===== src/rtl/fifo_pkg.sv =====
// Shared types and Gray-code helpers for the async FIFO pointer blocks.
// Helpers work on 32-bit words; callers truncate to the pointer width.
package fifo_pkg;

  localparam int DEF_ADDR_WIDTH = 3;

  function automatic logic [31:0] bin2gray(input logic [31:0] b);
    return b ^ (b >> 1);
  endfunction

  function automatic logic [31:0] gray2bin(input logic [31:0] g);
    logic [31:0] b;
    b = g;
    for (int i = 1; i < 32; i++) begin
      b = b ^ (g >> i);
    end
    return b;
  endfunction

endpackage


===== src/rtl/fifo_gray_ptr.sv =====
// Binary + Gray pointer register pair with increment enable.
// Shared by the write-side full logic and the read-side empty logic.
module fifo_gray_ptr
  import fifo_pkg::*;
#(
  parameter int W = 4
) (
  input  logic         clk,
  input  logic         i_rst_n,
  input  logic         inc,
  output logic [W-1:0] bin,
  output logic [W-1:0] gray,
  output logic [W-1:0] bin_next,
  output logic [W-1:0] gray_next
);

  always_comb begin
    bin_next  = bin + W'(inc);
    gray_next = W'(bin2gray(32'(bin_next)));
  end

  always_ff @(posedge clk or negedge i_rst_n) begin
    if (!i_rst_n) begin
      bin  <= '0;
      gray <= '0;
    end else begin
      bin  <= bin_next;
      gray <= gray_next;
    end
  end

endmodule


===== src/rtl/fifo_wptr_full.sv =====
// Write-domain pointer, full / almost-full, level and sticky overflow.
// Read pointer arrives already synchronized; its lag is left uncompensated.
module fifo_wptr_full
  import fifo_pkg::*;
#(
  parameter int ADDR_WIDTH   = DEF_ADDR_WIDTH,
  parameter int AFULL_THRESH = 6
) (
  input  logic                  clk,
  input  logic                  i_rst_n,
  input  logic                  i_wr_en,
  input  logic [ADDR_WIDTH:0]   i_rptr_sync,
  input  logic                  i_clr_ovf,
  output logic [ADDR_WIDTH-1:0] o_waddr,
  output logic [ADDR_WIDTH:0]   o_wptr,
  output logic                  o_full,
  output logic                  o_almost_full,
  output logic [ADDR_WIDTH:0]   o_wr_level,
  output logic                  o_overflow
);

  localparam int PW = ADDR_WIDTH + 1;
  localparam logic [PW-1:0] AF_LVL = PW'(AFULL_THRESH);

  logic          push;
  logic [PW-1:0] wbin;
  logic [PW-1:0] wgray;
  logic [PW-1:0] wbin_next;
  logic [PW-1:0] wgray_next;
  logic [PW-1:0] rbin;
  logic [PW-1:0] rptr_full;
  logic [PW-1:0] level_next;
  logic          full_next;
  logic          afull_next;
  logic          ovf_next;

  assign push = i_wr_en & ~o_full;

  fifo_gray_ptr #(
    .W (PW)
  ) u_wptr (
    .clk       (clk),
    .i_rst_n   (i_rst_n),
    .inc       (push),
    .bin       (wbin),
    .gray      (wgray),
    .bin_next  (wbin_next),
    .gray_next (wgray_next)
  );

  // Full when the write pointer is one lap ahead: top two Gray bits flipped.
  always_comb begin
    rptr_full  = {~i_rptr_sync[ADDR_WIDTH:ADDR_WIDTH-1],
                  i_rptr_sync[ADDR_WIDTH-2:0]};
    rbin       = PW'(gray2bin(32'(i_rptr_sync)));
    full_next  = (wgray_next == rptr_full);
    level_next = wbin_next - rbin;
    afull_next = (level_next >= AF_LVL);
    ovf_next   = (i_wr_en & o_full) | (o_overflow & ~i_clr_ovf);
  end

  always_ff @(posedge clk or negedge i_rst_n) begin
    if (!i_rst_n) begin
      o_full        <= 1'b0;
      o_almost_full <= 1'b0;
      o_wr_level    <= '0;
      o_overflow    <= 1'b0;
    end else begin
      o_full        <= full_next;
      o_almost_full <= afull_next;
      o_wr_level    <= level_next;
      o_overflow    <= ovf_next;
    end
  end

  assign o_waddr = wbin[ADDR_WIDTH-1:0];
  assign o_wptr  = wgray;

endmodule


===== config.mk =====
export PLATFORM = sky130hd
export DESIGN_NAME = fifo_wptr_full
export DESIGN_NICKNAME = d
export VERILOG_FILES = /design/src/rtl/fifo_pkg.sv /design/src/rtl/fifo_gray_ptr.sv /design/src/rtl/fifo_wptr_full.sv
export SDC_FILE = /design/constraint.sdc
export NUM_CORES = 1
export LEC_CHECK = 0
export ABC_AREA = 1
export CAP_MARGIN = 20
export CORE_ASPECT_RATIO = 1.4
export CORE_MARGIN = 2
export CORE_UTILIZATION = 40
export CTS_BUF_LIST = sky130_fd_sc_hd__clkbuf_4 sky130_fd_sc_hd__clkbuf_8 sky130_fd_sc_hd__clkbuf_16
export CTS_CLUSTER_SIZE = 8
export DETAILED_ROUTE_END_ITERATION = 16
export GPL_ROUTABILITY_DRIVEN = 0
export PLACE_DENSITY = 0.71
export SLEW_MARGIN = 20
export SYNTH_ARGS = -nofsm -noshare
export SYNTH_HDL_FRONTEND = slang
export SYNTH_HIERARCHICAL = 1
export SYNTH_SLANG_ARGS = --single-unit

===== constraint.sdc =====
create_clock -name clk -period 2 [get_ports clk]
set_clock_uncertainty 0.2 [all_clocks]
set_input_delay 0.4 -clock clk [delete_from_list [all_inputs] [get_ports clk]]
set_output_delay 0.4 -clock clk [all_outputs]
set_load 0.01 [all_outputs]

==> results by group <==
Die
  – Core Area: between 0.0015 and 0.002 sq mm
  – Initial Utilization: 0.435
  – DIE WIDTH: between 40 and 50 microns
  – IO Count: 22
  – Row count: 18
  – Chip Height: 56.4 microns
  – DIE AREA: 0.00233 sq mm

Synthesis
  – Synth area leader: dfrtp_1
  – Top cell type's share of synthesized area: 0.447
  – Mapped Cells: 84
  – Area contributors post-synth: dfrtp_1 (45%), nand2_1 (11%), ha_1 (8.0%)
  – Ys Warns: 6
  – Count leader, synth: nand2_1
  – Mapped Nets: 98
  – Prevailing post-synth register cell: dfrtp_1
  – Synth unique cells: 18
  – Number of synthesized register bits: 14
  – Most frequent cells after synthesis: nand2_1 (23), dfrtp_1 (14), inv_1 (10), xor2_1 (7)
  – EDFF count, synth: 0
  – Synthesized area per cell: 9.32 sq um
  – Area of the mapped netlist: 783 sq um
  – Part of the Yosys area used for sequential elements: 0.447
  – FFs w/ async S/R, synth: 1.00

STA
  – Upper clock frequency limit: 499 MHz
  – Fin crit period: 2.01 ns
  – RSZ-0062 raised after global routing: yes
  – Final worst slack: -0.00505 ns
  – Fin. max-slew vios: 0
  – Final period util: 1.00
  – Setup Total Neg Slack: -0.00505 ns
  – Final hold viol count: 0
  – Final Setup Violations: 1
  – Hold Slack: between 0.2 and 0.3 ns
  – Worst Tran Pin Value: approximately 0.61 ns
  – Rel. slew slack: 0.590

Outcome
  – Status: complete, but fails checks
  – Failing checks: negative setup slack

GRT
  – Total grt overflow: 0
  – Vias in the first global route: 609
  – First-pass GRT wire length: 2370 microns
  – Pin count of the biggest net entering global routing: 15
  – Global Route Usage Sum: 0.139
  – Initial antenna violation count: 0

Drt
  – WL/cell: 11.7 microns
  – Starting DRT DRC Count: 7
  – Routed wire length: 1630 microns
  – Vias/cell: 4.78
  – DR vias: 665
  – First-pass iteration count of the detailed router: 4
  – ANT nets after route: 0
  – Drt drc: 0

Clock tree
  – Clock-pin slew on the worst setup and hold paths: 0.08 ns
  – Num CTS Buffers: 3
  – CTS Buffer Depth: 2
  – CTS tree: done
  – Clock Latency Late Sink: 0.28 ns
  – Root buffer cell: clkbuf_4
  – Sink Count: 14
  – H-tree level count: 1

Worst setup path
  – Critical path startpoint category: input port
  – Crit path DAT: 2.03 ns
  – Data required time of the critical path: 2.02 ns
  – Worst reg2reg path endpoint: o_almost_full
  – Crit path kind: in2reg
  – R2r startpoint: o_full
  – Reg2Reg Setup Slack: -0.005 ns
  – Endpoint class of the critical path: flip-flop
  – R2R depth: 11
  – Critical path peak fanout: 3

Placement
  – IO buf count: 21
  – Post-DP HPWL: 1200 microns

Final layout
  – Share of cells above drive strength 1: 0.336
  – N_diodes: 0
  – Synthesis-to-layout area growth: 57.2%
  – FILL cells: 142
  – Final Core Density: 0.683
  – Final net count: 134

Power
  – LEAKAGE: 0.585 nW
  – Pwr/cell area: 1730 mW/mm^2
  – P_sw: 0.841 mW
  – Sw Ratio: 0.395
  – Cell Int Power: 1.29 mW
  – Combinational share of power: 0.669
  – Clock network power share: 0.094
  – Reg power frac: 0.237
  – Worst vdd ir: 0.000859 V

Run
  – Max-capacitance violation count: 0

Min path
  – HP Class: in2async
[how the worst max path moves through the flow]
| stage | start | endpoint | cells past startpoint |
|---|---|---|---|
| finish | i_wr_en | o_almost_full | 13 |
| detailed placement | i_rptr_sync[2] | o_almost_full | 10 |
| CTS | o_full | o_almost_full | 9 |
| floorplan | i_wr_en | o_almost_full | 10 |
| global placement | i_wr_en | o_almost_full | 11 |
| global route | o_full | o_almost_full | 11 |
[cell usage in the layout (no fill, tap or decap), types with 4 or more instances in the layout]
master            n
buf_4            12
clkdlybuf4s50_1  16
dfrtp_1          14
inv_1             8
inv_2             4
nand2_1          19
nand2_2           5
nand3_1           4
xor2_1            5
[stage by stage]
stage	setup slack, ns	std cells	power (mW)	cell area (sq um)
4_1_cts	-0.00371	138	1.96	1180
3_5_place_dp	-0.570	134	1.72	1120
3_3_place_gp	-0.520	134	1.69	1120
5_1_grt	-0.103	139	2.31	1230
6_report	-0.00505	139	2.13	1230
2_1_floorplan	0.00436	84	1.23	825
[kinds of logic after synthesis]
| family | synth area share |
|---|---|
| xor+xnor | 0.153 |
| buf+inv | 0.0911 |
| fa+ha+maj | 0.105 |
| flops | 0.447 |
| compound gates | 0.00638 |
| simple gates | 0.196 |
[flip-flops by register name, summed over array words and instances (netlist names)]
register,flops
o_wr_level,4
u_wptr/gray,3
o_almost_full,1
u_wptr/bin,4
o_overflow,1
o_full,1
[area by class of cell]
| type | instances | area, sq um | share of cell area |
|---|---|---|---|
| clock buffers | 4 | 36.3 | 0.0295 |
| repair buffers | 34 | 310 | 0.252 |
| inverters | 12 | 45.0 | 0.0366 |
| flip-flops and latches | 14 | 350 | 0.285 |
| multi-input cells | 55 | 464 | 0.377 |
| well taps | 20 | 25.0 | 0.0203 |
[per-layer routing]
layer  GRT usage  vias to the layer above  wire length [microns]
met5           0                        -                      0
met4       0.111                        0                     51
met3      0.0225                        5                     59
met2       0.261                       20                    940
met1       0.124                      313                    573
li1            -                      327                      -
[what timing repair did]
action | in CTS | in global routing
buffers inserted | 0 | 1
hold buffers | 0 | 0
pin swaps | 7 | 11
endpoints found under the setup margin | 5 | 3
resized for setup | 13 | 11
[critical path: stages]
cell and delay, ns:
dlygate4sd2_1 0.22, inv_1 0.04, nor2_1 0.11, ha_2 0.22, ha_4 0.15, inv_2 0.04
nand2_2 0.07, nand2_4 0.07, ha_4 0.25, or2_4 0.26, nand2_2 0.07, nand2_2 0.06
nand3_1 0.07
[power by group through the flow]
| stage | logic, mW | clock network, mW | registers, mW |
|---|---|---|---|
| 2_1_floorplan | 0.665 | 0 | 0.564 |
| 3_3_place_gp | 1.19 | 0 | 0.499 |
| 3_5_place_dp | 1.21 | 0 | 0.508 |
| 4_1_cts | 1.26 | 0.205 | 0.501 |
| 5_1_grt | 1.57 | 0.214 | 0.524 |
| 6_report | 1.42 | 0.199 | 0.505 |
No activity file was read; power rests on OpenSTA's default activity.
